--- config.mk ---
export PLATFORM = sky130hd
export DESIGN_NAME = program_counter_rs
export DESIGN_NICKNAME = d
export VERILOG_FILES = /design/src/rtl/pc_rs_pkg.sv /design/src/rtl/pc_rs_lifo.sv /design/src/rtl/program_counter_rs.sv
export SDC_FILE = /design/constraint.sdc
export NUM_CORES = 1
export LEC_CHECK = 0
export ABC_CLOCK_PERIOD_IN_PS = 3000
export BUFFER_PORTS_ARGS = -buffer_cell sky130_fd_sc_hd__buf_2
export CAP_MARGIN = 20
export CORE_MARGIN = 1.5
export CORE_UTILIZATION = 45
export CTS_BUF_LIST = sky130_fd_sc_hd__clkbuf_4
export DETAILED_ROUTE_END_ITERATION = 8
export PLACE_DENSITY = 0.75
export SETUP_SLACK_MARGIN = 0.1
export SYNTH_ARGS = -nofsm -noshare
export SYNTH_HDL_FRONTEND = slang
export SYNTH_SLANG_ARGS = --single-unit
--- constraint.sdc ---
create_clock -name clk -period 3 [get_ports clk]
set_input_delay 0 -clock clk [delete_from_list [all_inputs] [get_ports clk]]
set_output_delay 0 -clock clk [all_outputs]
set_load 0.1 [all_outputs]
--- src/rtl/pc_rs_pkg.sv ---
// pc_rs_pkg: operation encoding and default parameters for the
// program counter with return-address stack.
package pc_rs_pkg;

    typedef enum logic [1:0] {
        OP_NOP  = 2'd0,
        OP_CALL = 2'd1,
        OP_RSVD = 2'd2,
        OP_RET  = 2'd3
    } op_e;

    localparam int unsigned DEF_WIDTH    = 32;
    localparam int unsigned DEF_DEPTH    = 4;
    localparam int unsigned DEF_RESET_PC = 240;
    localparam int unsigned DEF_INC      = 4;

endpackage

--- src/rtl/pc_rs_lifo.sv ---
// pc_rs_lifo: return-address stack storage, write pointer and fill level.
// Build option PC_RS_WRAP_EN: a push into a full stack overwrites the
// oldest entry instead of being dropped.
module pc_rs_lifo
    import pc_rs_pkg::*;
#(
    parameter int unsigned WIDTH = DEF_WIDTH,
    parameter int unsigned DEPTH = DEF_DEPTH
) (
    input  logic                     clk,
    input  logic                     rst,
    input  logic                     push,
    input  logic                     pop,
    input  logic [WIDTH-1:0]         wdata,
    output logic [WIDTH-1:0]         rdata,
    output logic [$clog2(DEPTH):0]   level,
    output logic                     full,
    output logic                     empty
);

    localparam int PW = $clog2(DEPTH);
    localparam int LW = PW + 1;

`ifdef PC_RS_WRAP_EN
    localparam bit WRAP = 1'b1;
`else
    localparam bit WRAP = 1'b0;
`endif

    logic [WIDTH-1:0] mem [DEPTH];
    logic [PW-1:0]    wp;
    logic [PW-1:0]    rp;
    logic             do_push;
    logic             do_pop;

    assign full    = (level == LW'(DEPTH));
    assign empty   = (level == '0);
    // When full, wp points at the oldest entry, so a wrapping push
    // overwrites exactly that slot.
    assign do_push = push && (!full || WRAP);
    assign do_pop  = pop && !empty && !push;
    assign rp      = wp - PW'(1);
    assign rdata   = mem[rp];

    // Pointer and level tracking; level saturates at DEPTH on wrapping pushes.
    always_ff @(posedge clk or posedge rst) begin
        if (rst) begin
            wp    <= '0;
            level <= '0;
        end else if (do_push) begin
            wp <= wp + PW'(1);
            if (!full) begin
                level <= level + LW'(1);
            end
        end else if (do_pop) begin
            wp    <= rp;
            level <= level - LW'(1);
        end
    end

    // Entry storage is not reset; a write is suppressed while reset is held.
    always_ff @(posedge clk) begin
        if (do_push && !rst) begin
            mem[wp] <= wdata;
        end
    end

endmodule

--- src/rtl/program_counter_rs.sv ---
// program_counter_rs: program counter with CALL/RET return-address stack
// and sticky overflow/underflow flags.
// Build option PC_RS_WRAP_EN (in pc_rs_lifo): circular overwrite on CALL
// into a full stack; default build drops the push.
module program_counter_rs
    import pc_rs_pkg::*;
#(
    parameter int unsigned WIDTH    = DEF_WIDTH,
    parameter int unsigned DEPTH    = DEF_DEPTH,
    parameter int unsigned RESET_PC = DEF_RESET_PC,
    parameter int unsigned INC      = DEF_INC
) (
    input  logic                     clk,
    input  logic                     rst,
    input  logic                     en,
    input  logic [1:0]               op,
    input  logic [WIDTH-1:0]         address,
    input  logic                     clr_err,
    output logic [WIDTH-1:0]         pcout,
    output logic [$clog2(DEPTH):0]   level,
    output logic                     empty,
    output logic                     full,
    output logic                     overflow,
    output logic                     underflow
);

    op_e              op_dec;
    logic             is_call;
    logic             is_ret;
    logic [WIDTH-1:0] ret_addr;
    logic [WIDTH-1:0] top_entry;

    assign op_dec   = op_e'(op);
    assign is_call  = (op_dec == OP_CALL);
    assign is_ret   = (op_dec == OP_RET);
    assign ret_addr = pcout + WIDTH'(INC);

    pc_rs_lifo #(
        .WIDTH (WIDTH),
        .DEPTH (DEPTH)
    ) u_lifo (
        .clk   (clk),
        .rst   (rst),
        .push  (is_call),
        .pop   (is_ret),
        .wdata (ret_addr),
        .rdata (top_entry),
        .level (level),
        .full  (full),
        .empty (empty)
    );

    // PC update: RET reloads from the stack top, every other op loads address when enabled.
    always_ff @(posedge clk or posedge rst) begin
        if (rst) begin
            pcout <= WIDTH'(RESET_PC);
        end else if (is_ret) begin
            if (!empty) begin
                pcout <= top_entry;
            end
        end else if (en) begin
            pcout <= address;
        end
    end

    // Sticky error flags; a new error in the clearing cycle takes priority.
    always_ff @(posedge clk or posedge rst) begin
        if (rst) begin
            overflow  <= 1'b0;
            underflow <= 1'b0;
        end else begin
            if (is_call && full) begin
                overflow <= 1'b1;
            end else if (clr_err) begin
                overflow <= 1'b0;
            end
            if (is_ret && empty) begin
                underflow <= 1'b1;
            end else if (clr_err) begin
                underflow <= 1'b0;
            end
        end
    end

endmodule

==> flow_metrics.env, run 1 <==
export IMPL_reg2reg_to="pcout[29]$_DFFE_PP0P_"
export IMPL_min_path_cells=3
export IMPL_leakage_uw=0.003085
export IMPL_ant_nets=0
export IMPL_hold_violations=0
export IMPL_yosysSeqAreaShare=0.6745
export IMPL_arrival_ps=2670
export IMPL_cts_root_buf="clkbuf_4"
export IMPL_postSynthAreaPerCell_um2=14.63
export IMPL_vias_per_cell=5.352
export IMPL_wl_met2_um=7798
export IMPL_hp_class="primary input to register"
export IMPL_synthArstFlopShare=0.2335
export IMPL_start_kind="register"
export IMPL_grt_setup_unrepaired="no"
export IMPL_synth_seq_cells=167
export IMPL_synthTopCellsByArea="edfxtp_1, dfrtp_1, mux4_2"
export IMPL_cts_buffer_depth=2
export IMPL_rows=45
export IMPL_syn_num_nets=533
export IMPL_cts_made_buffers=17
export IMPL_timing_final_setup_violations=0
export IMPL_portBuffers=76
export IMPL_layout_min_cycle_time_ps=2293
export IMPL_worst_pin_slew_ps=920.5
export IMPL_end_kind="register"
export IMPL_vias=4442
export IMPL_maxCapViolations=0
export IMPL_hold_buffers=38
export IMPL_synth_cells=489
export IMPL_required_ps=3380
export IMPL_status="finished, final reports clean"
export IMPL_ctsResizeCount=0
export IMPL_grt_pass1_wl_um=24010
export IMPL_post_cts_setup_buffers=0
export IMPL_synth_distinct_cells=40
export IMPL_timing_rr_start="u_lifo.wp[0]$_DFFE_PP0P_"
export IMPL_cp_max_fo=32
export IMPL_synth_edf_count=128
export IMPL_clk_latency_ps=540
export IMPL_hpwlAfterDp_um=9358
export IMPL_synth_largest_area_cell="edfxtp_1"
export IMPL_final_area_mm2=0.008486
export IMPL_dieArea_mm2=0.01666
export IMPL_fin_nets=649
export IMPL_wl_um=15280
export IMPL_netlist_area_mm2=0.007153
export IMPL_critPathKind="register to register"
export IMPL_setup_tns_ps=0
export IMPL_slew_viol_final=0
export IMPL_drive_above_1_share=0.2686
export IMPL_die_width_um=129.1
export IMPL_clk_pin_slew_ps=120
export IMPL_finalClockSkew_ps=19.36
export IMPL_routed_wl_met3_um=887
export IMPL_htree_levels=4
export IMPL_grt_max_degree=65
export IMPL_min_from="clr_err"
export IMPL_grtUsageTotal=0.1946
export IMPL_cts_tree="built"
export IMPL_antenna_found_initial=0
export IMPL_fmax_ghz=0.4361
export IMPL_top_layer_used="met4"
export IMPL_synth_flop_cell="edfxtp_1"
export IMPL_reg2reg_slack_ps=710
export IMPL_die_h_um=129.1
export IMPL_first_global_vias=4613
export IMPL_holdWs_ps=182.7
export IMPL_dpl_cell_area_mm2=0.007765
export IMPL_gp_congestion=0.7662
export IMPL_synth_top_cell_area_share=0.5373
export IMPL_ys_warn_count=0
export IMPL_core_region_area_mm2=0.01537
export IMPL_cts_sinks=167
export IMPL_drtIter0Drc=318
export IMPL_drcViolationCount=0
export IMPL_period_share=0.7643
export IMPL_area_growth_pct=18.63
export IMPL_r2r_cells=6
export IMPL_hold_end="underflow$_DFFE_PP0P_"
export IMPL_drtPass1Iterations=5
export IMPL_ioPinCount=77
export IMPL_peakVddDrop_v=0.0003716
export IMPL_grt_ovfl_total=0
export IMPL_m1WireLength_um=6373
export IMPL_slew_headroom=0.3857
export IMPL_p_per_area_mw_per_mm2=933.2
export IMPL_wire_per_inst_um=18.40
export IMPL_start_util=0.4654
per-layer routing:
| layer | vias to the layer above | track usage |
|---|---|---|
| met2 | 147 | 0.3243 |
| met1 | 2212 | 0.2524 |
| met5 | - | 0 |
| li1 | 2062 | - |
| met4 | 0 | 0.08460 |
| met3 | 21 | 0.03592 |
synth_stat cells (all sizes together) (2+ instances only):
library cell and instances:
and3 2, nand2b 2, xnor2 26, a31oi 32
ha 6, mux4 32, inv 12, and4 2
edfxtp 128, nor3 5, a21boi 2, nor4 2
dfrtp 35, a21oi 7, nor2 40, and2 5
xor2 4, o21ai 7, nand3 9, clkbuf 8
buf 20, dfstp 4, nand4 15, nand2 76
worst max-delay path: stages (launching register included):
cell	delay (ps)
dfrtp_2	660
inv_1	120
ha_1	340
buf_4	430
mux4_2	390
nand2_1	100
a31oi_1	90
final cells by class:
class	instances	area, um^2
Fill cell	1240	6885
Sequential cell	167	4828
Multi-Input combinational cell	282	2152
Timing Repair Buffer	125	855.8
Tap cell	211	264.0
Clock inverter	11	180.2
Clock buffer	21	157.7
Inverter	12	45.04
Antenna cell	1	2.502
where the power goes:
part | switching (uW) | total (uW) | internal [uW]
registers | 366 | 3290 | 2930
clock network | 712 | 1490 | 774
logic | 2150 | 3140 | 991
total | 3230 | 7920 | 4690
cell families after synthesis:
logic type	after synthesis	synth area share
simple gates	160	0.1030
fa+ha+maj	6	0.01049
mux	32	0.1008
compound gates	54	0.04828
flops	167	0.6745
xor+xnor	30	0.03673
buf+inv	40	0.02624
worst max-delay path by stage:
stage	startpoint	to	slack (ps)
2_1_floorplan	u_lifo.level[2]$_DFFE_PP0P_	u_lifo.mem[0][0]$_DFFE_PP_	190
3_3_place_gp	u_lifo.wp[0]$_DFFE_PP0P_	pcout[15]$_DFFE_PP0P_	760
3_5_place_dp	u_lifo.wp[0]$_DFFE_PP0P_	pcout[17]$_DFFE_PP0P_	690
4_1_cts	u_lifo.wp[0]$_DFFE_PP0P_	pcout[29]$_DFFE_PP0P_	660
5_1_grt	u_lifo.wp[0]$_DFFE_PP0P_	pcout[29]$_DFFE_PP0P_	550
6_report	u_lifo.wp[0]$_DFFE_PP0P_	pcout[29]$_DFFE_PP0P_	710
state kept, by name, summed over array words and instances, names as in the netlist:
| signal | flops |
|---|---|
| pcout | 32 |
| underflow | 1 |
| u_lifo.level | 3 |
| overflow | 1 |
| u_lifo.mem | 128 |
| u_lifo.wp | 2 |
layout by cell type (no fill, tap or decap), types with 8 or more instances in the layout:
cell,instances
edfxtp_1,128
nand2_1,76
buf_2,76
nor2_1,40
dlygate4sd3_1,38
mux4_2,32
a31oi_1,32
dfrtp_1,32
xnor2_1,26
clkbuf_4,21
nand4_1,14
inv_1,12
buf_4,10
nand3_1,8
through the flow:
stage / instances / util / setup WS, ps / power (uW)
after CTS: 829 / 0.5519 / 656.1 / 7981
after detailed placement: 759 / 0.5052 / 693.4 / 6452
after floorplan: 489 / - / 189.2 / 5864
final: 830 / 0.5521 / 707.0 / 7919
after global placement: 759 / 0.5052 / 757.5 / 6368
after global routing: 829 / 0.5519 / 545.9 / 8287
(Power assumes the default switching activity.)
==> inputs of run 2 (changes only) <==
ABC_CLOCK_PERIOD_IN_PS = 2140   (was 3000)
clock period = 2.14 ns   (was 3 ns; I/O delays follow)
==> run 2 against run 1 <==
  * Sequential power rose by 40%
  * Hold slack got worse by 93 ps
  * Wire length rose by 3.9%
  * Clock power rose by 24%
  * Global-route usage rose by 0.89 points
  * Fmax rose by 13%
  * Combinational power rose by 53%
  * Critical path depth fell by 1
  * Non-clock buffer count rose by 11
  * Critical path type unchanged
==> flow_metrics.env, run 2 (synthesized netlist as in run 1, its figures left out) <==
export IMPL_status="finished, final reports clean"
export IMPL_vias=4586
export IMPL_ant_nets=0
export IMPL_clk_pin_slew_ps=130
export IMPL_finalClockSkew_ps=21.38
export IMPL_p_per_area_mw_per_mm2=1278
export IMPL_cts_root_buf="clkbuf_4"
export IMPL_largestRegisters="u_lifo.mem (128), pcout (32), u_lifo.level (3)"
export IMPL_holdWs_ps=89.92
export IMPL_hp_class="primary input to async pin"
export IMPL_fin_ws_ps=111.3
export IMPL_drtPass1Iterations=4
export IMPL_crit_path_max_incr_delay_ps=670
export IMPL_total_power_uw=11240
export IMPL_slew_viol_final=0
export IMPL_switching_share=0.4132
export IMPL_start_util=0.4654
export IMPL_stdcell_count=841
export IMPL_critPathKind="register to register"
export IMPL_vias_per_cell=5.453
export IMPL_portBuffers=76
export IMPL_fmax_ghz=0.4929
export IMPL_start_kind="register"
export IMPL_p_sw_uw=4644
export IMPL_grt_pass1_wl_um=24580
export IMPL_gp_congestion=0.7850
export IMPL_maxCapViolations=0
export IMPL_die_width_um=129.1
export IMPL_reg2reg_slack_ps=110
export IMPL_drive_above_1_share=0.3317
export IMPL_setup_tns_ps=0
export IMPL_leakage_uw=0.003187
export IMPL_rows=45
export IMPL_mostFrequentLayoutCells="edfxtp_1, nand2_1, buf_2, nor2_1, dlygate4sd3_1"
export IMPL_worstPathCellList="nand4_1 > nor2_1 > buf_4 > nand4_1 > xnor2_2"
export IMPL_largest_register="u_lifo.mem"
export IMPL_wire_per_inst_um=18.87
export IMPL_largest_reg_flops=128
export IMPL_grt_max_degree=34
export IMPL_htree_levels=4
export IMPL_cts_tree="built"
export IMPL_dp_slack_ps=36.21
export IMPL_worst_pin_slew_ps=1101
export IMPL_cts_sinks=167
export IMPL_antenna_found_initial=0
export IMPL_wl_um=15870
export IMPL_cpMaxStageDelayCell="dfstp_4"
export IMPL_required_ps=2440
export IMPL_share_comb_of_total_power=0.426
export IMPL_first_global_vias=4705
export IMPL_die_h_um=129.1
export IMPL_arrival_ps=2330
export IMPL_core_region_area_mm2=0.01537
export IMPL_slew_headroom=0.2662
export IMPL_end_kind="register"
export IMPL_peakVddDrop_v=0.0008164
export IMPL_cts_buffer_depth=2
export IMPL_p_clk_frac=0.165
export IMPL_final_common_cell="edfxtp_1"
export IMPL_area_growth_pct=22.93
export IMPL_p_seq_frac=0.410
export IMPL_clk_latency_ps=560
export IMPL_p_int_uw=6596
export IMPL_hold_violations=0
export IMPL_drtIter0Drc=437
export IMPL_grt_ovfl_total=0
export IMPL_dieArea_mm2=0.01666
export IMPL_antenna_cells=0
export IMPL_dp_cells=768
export IMPL_cp_max_fo=11
export IMPL_grtUsageTotal=0.2034
export IMPL_cts_made_buffers=17
export IMPL_grt_setup_unrepaired="yes"
export IMPL_hpwlAfterDp_um=10070
export IMPL_ioPinCount=77
export IMPL_r2r_cells=5
export IMPL_timing_final_setup_violations=0
export IMPL_drcViolationCount=0
export IMPL_fin_nets=661
export IMPL_layout_min_cycle_time_ps=2029
export IMPL_period_share=0.9480
export IMPL_worst_path_most_repeated_cell="nand4_1"
-- run 2: cell type report --
class,count,area [um^2]
clock inverter,11,131.4
clock buffer,21,157.7
fill,1193,6578
inverter,12,48.80
multi-input combinational,283,2265
sequential,167,4876
timing repair buffer,136,1051
tap,211,264.0
-- run 2: timing repair --
| item | in CTS | in global routing |
|---|---|---|
| hold buffers | 37 | 0 |
| gates cloned | 1 | 0 |
| endpoints found under the hold margin | 82 | 0 |
| pin swaps | 1 | 1 |
| endpoints found under the setup margin | 17 | 46 |
| setup buffers | 0 | 3 |
| gates resized for setup | 1 | 11 |
-- run 2: per-stage QoR --
stage | util | cell area, um^2
after CTS | 0.5657 | 8696
final | 0.5721 | 8793
after detailed placement | 0.5219 | 8023
after global placement | 0.5219 | 8023
after global routing | 0.5721 | 8793
after floorplan | - | 7296
-- run 2: power by group through the flow --
stage	registers, uW	clock network, uW	logic [uW]
finish	4600	1850	4790
global route	4650	2020	5070
CTS	4600	1900	4720
detailed placement	4670	0	4640
global placement	4620	0	4570
floorplan	5940	0	2420
-- run 2: worst paths after layout --
kind,start,endpoint
worst max-delay path,pcout[5]$_DFFE_PP1P_,u_lifo.mem[0][29]$_DFFE_PP_
worst min-delay path,rst,underflow$_DFFE_PP0P_
worst max register to register,pcout[5]$_DFFE_PP1P_,u_lifo.mem[0][29]$_DFFE_PP_
worst min register to register,underflow$_DFFE_PP0P_,underflow$_DFFE_PP0P_
max in group asynchronous,rst,pcout[5]$_DFFE_PP1P_
min in group clk,clr_err,underflow$_DFFE_PP0P_
-- run 2: critical path: cells and delay by family (launching register included) --
family                 cells  cell delay, ps
buffers and inverters      1             240
flip-flops                 1             670
AND/OR/NAND/NOR            3             660
XOR/XNOR                   1             210
-- run 2: layer usage --
layer,vias to the layer above,share of wire,global-route usage
li1,2096,-,-
met1,2303,0.41,0.2469
met2,156,0.51,0.3432
met3,31,0.053,0.05202
met4,0,0.029,0.09650
met5,-,0,0
==> inputs of run 3 (changes only) <==
ABC_AREA = 1   (was not set)
PLACE_DENSITY = 0.74   (was 0.75)
==> run 3 against run 2 <==
  * Via count rose by 35%
  * Largest cell class unchanged
  * Sequential power barely moved
  * Area after synthesis rose by 11%
  * Final cell count rose by 45%
  * Critical endpoint is now empty
  * Largest power group unchanged
  * First-iteration DRC count rose by 45%
  * Critical path type is now register to primary output
==> flow_metrics.env, run 3 <==
export IMPL_status="finished, final reports clean"
export IMPL_maxCapViolations=0
export IMPL_clk_pin_slew_ps=130
export IMPL_hp_class="primary input to register"
export IMPL_area_growth_pct=17.85
export IMPL_synth_fa_ha_area_frac=0.009419
export IMPL_core_region_area_mm2=0.01730
export IMPL_p_per_area_mw_per_mm2=1316
export IMPL_drcViolationCount=0
export IMPL_drtPass1Iterations=5
export IMPL_ys_warn_count=0
export IMPL_start_util=0.4608
export IMPL_drive_above_1_share=0.1725
export IMPL_die_width_um=136.1
export IMPL_netlist_area_mm2=0.007970
export IMPL_synthTopCellsByArea="edfxtp_1, nand2_1, dfrtp_1"
export IMPL_reg2reg_slack_ps=330
export IMPL_ant_nets=0
export IMPL_largestRegisters="u_lifo.mem (128), pcout (32), u_lifo.level (3)"
export IMPL_htree_levels=4
export IMPL_dp_slack_ps=338.4
export IMPL_fmax_ghz=0.5332
export IMPL_largest_reg_flops=128
export IMPL_cpMaxStageDelayCell="dfrtp_4"
export IMPL_final_common_cell="nand2_1"
export IMPL_timing_final_setup_violations=0
export IMPL_synth_top_family_by_area="simple AND/OR/NAND/NOR gates"
export IMPL_cts_buffer_depth=2
export IMPL_synth_flop_cell="edfxtp_1"
export IMPL_first_global_vias=5747
export IMPL_post_cts_setup_buffers=0
export IMPL_grt_ovfl_total=0
export IMPL_grtUsageTotal=0.2181
export IMPL_synth_distinct_cells=24
export IMPL_crit_path_max_incr_delay_ps=520
export IMPL_critPathKind="register to primary output"
export IMPL_portBuffers=76
export IMPL_gp_congestion=0.9545
export IMPL_dieArea_mm2=0.01852
export IMPL_yosysSeqAreaShare=0.6053
export IMPL_fin_ws_ps=264.6
export IMPL_synth_top_cell_area_share=0.4823
export IMPL_antenna_found_initial=1
export IMPL_hpwlAfterDp_um=12030
export IMPL_rows=48
export IMPL_largest_register="u_lifo.mem"
export IMPL_grt_pass1_wl_um=29990
export IMPL_finalClockSkew_ps=26.76
export IMPL_peakVddDrop_v=0.001074
export IMPL_cts_root_buf="clkbuf_4"
export IMPL_period_share=0.8763
export IMPL_cts_made_buffers=17
export IMPL_cts_sinks=167
export IMPL_yosys_area_share_simple=0.2739
export IMPL_setup_tns_ps=0
export IMPL_synth_edf_count=128
export IMPL_grt_setup_unrepaired="no"
export IMPL_mostFrequentLayoutCells="nand2_1, edfxtp_1, nor2_1, buf_2, inv_1"
export IMPL_wire_per_inst_um=15.58
export IMPL_syn_num_nets=913
export IMPL_ioPinCount=77
export IMPL_worstPathCellList="nor2_2 > nand2_1 > inv_1 > buf_2"
export IMPL_clk_latency_ps=580
export IMPL_synth_seq_cells=167
export IMPL_arrival_ps=1880
export IMPL_leakage_uw=0.004010
export IMPL_end_kind="primary output"
export IMPL_cp_max_fo=4
export IMPL_synth_commonest_cells="nand2_1, edfxtp_1, nor2_1, inv_1, nand3_1"
export IMPL_synth_xor_area_frac=0.01868
export IMPL_vias=6174
export IMPL_worst_pin_slew_ps=731.9
export IMPL_layout_min_cycle_time_ps=1875
export IMPL_fin_nets=1028
export IMPL_synth_cells=869
export IMPL_muxShareOfSynthArea=0
export IMPL_synth_most_common_cell="nand2_1"
export IMPL_grt_max_degree=70
export IMPL_start_kind="register"
export IMPL_vias_per_cell=5.048
export IMPL_slew_viol_final=0
export IMPL_cts_tree="built"
export IMPL_slew_headroom=0.5121
export IMPL_synth_compound_area_frac=0.03297
export IMPL_required_ps=2140
export IMPL_drtIter0Drc=633
export IMPL_nFillCells=1533
export IMPL_wl_um=19060
export IMPL_die_h_um=136.1
export IMPL_synthArstFlopShare=0.2335
export IMPL_hold_violations=0
export IMPL_postSynthAreaPerCell_um2=9.172
export IMPL_synth_largest_area_cell="edfxtp_1"
## run 3: cell count changes in the layout (fill, tap and decap cells not counted), sizes merged, moves of 5 or more
| cell | before | now |
|---|---|---|
| mux4 | 32 | 0 |
| xnor2 | 26 | 4 |
| o211ai | 1 | 33 |
| inv | 11 | 67 |
| nand4 | 15 | 0 |
| a31oi | 32 | 0 |
| nor2 | 40 | 118 |
| nand2 | 76 | 365 |
| xor2 | 4 | 13 |
| nand3 | 9 | 52 |
| and2 | 5 | 0 |
| a21oi | 8 | 0 |
## run 3: final timing paths
| check | start | end | depth (start not counted) |
|---|---|---|---|
| worst max register to register | u_lifo.wp[0]$_DFFE_PP0P_ | pcout[18]$_DFFE_PP0P_ | 8 |
| worst min register to register | u_lifo.level[2]$_DFFE_PP0P_ | u_lifo.level[2]$_DFFE_PP0P_ | 2 |
| min in group asynchronous | rst | pcout[21]$_DFFE_PP0P_ | 4 |
| worst max-delay path | u_lifo.level[0]$_DFFE_PP0P_ | empty | 4 |
| worst min-delay path | op[0] | pcout[5]$_DFFE_PP1P_ | 7 |
| max in group asynchronous | rst | u_lifo.level[0]$_DFFE_PP0P_ | 4 |
## run 3: power by group
group          leakage, uW  total, uW  internal [uW]  switching [uW]
logic              0.00222       5580           1290            4290
clock network     0.000173       2160           1080            1080
registers          0.00162       4620           4160             457
total              0.00401      12400           6530            5830
## run 3: cells by family after synthesis
logic type      count (synthesis)
xor+xnor                       17
simple gates                  538
flops                         167
buf+inv                       105
fa+ha+maj                       6
compound gates                 36
## run 3: critical path, delay by kind of cell, from the launching register on
family | cells | cell delay, ps
buffers and inverters | 2 | 490
DFF | 1 | 520
and+or+nand+nor | 2 | 300
## run 3: final cells by class
type / count / area [um^2] / area share
sequential: 167 / 4837 / 0.5150
timing repair buffer: 133 / 955.9 / 0.1018
multi-input combinational: 597 / 2705 / 0.2880
antenna: 1 / 2.502 / 0.0002664
inverter: 68 / 259.0 / 0.02757
tap: 225 / 281.5 / 0.02997
clock inverter: 12 / 201.4 / 0.02145
clock buffer: 20 / 150.1 / 0.01599
## run 3: timing repair
| action | in CTS | in global routing |
|---|---|---|
| resized for setup | 0 | 1 |
| hold buffers | 38 | 0 |
| hold endpoints to repair | 77 | 0 |
| endpoints found under the setup margin | 0 | 1 |
## run 3: stage by stage
stage / hold WS [ps] / total power (uW) / cell area, um^2 / util / cells
finish: 114.6 / 12360 / 9393 / 0.5430 / 1223
detailed placement: 203.3 / 10200 / 8656 / 0.5004 / 1152
CTS: 53.48 / 12410 / 9388 / 0.5428 / 1222
floorplan: -21.06 / 8914 / 8020 / - / 869
global route: 116.7 / 13060 / 9393 / 0.5430 / 1223
global placement: 202.8 / 10070 / 8656 / 0.5004 / 1152
## run 3: metal layers
metal | track usage | wire (um) | vias up
li1 | - | - | 3017
met1 | 0.2934 | 8517 | 2908
met2 | 0.3513 | 8873 | 220
met3 | 0.05891 | 1386 | 29
met4 | 0.05556 | 283 | 0
met5 | 0 | 0 | -
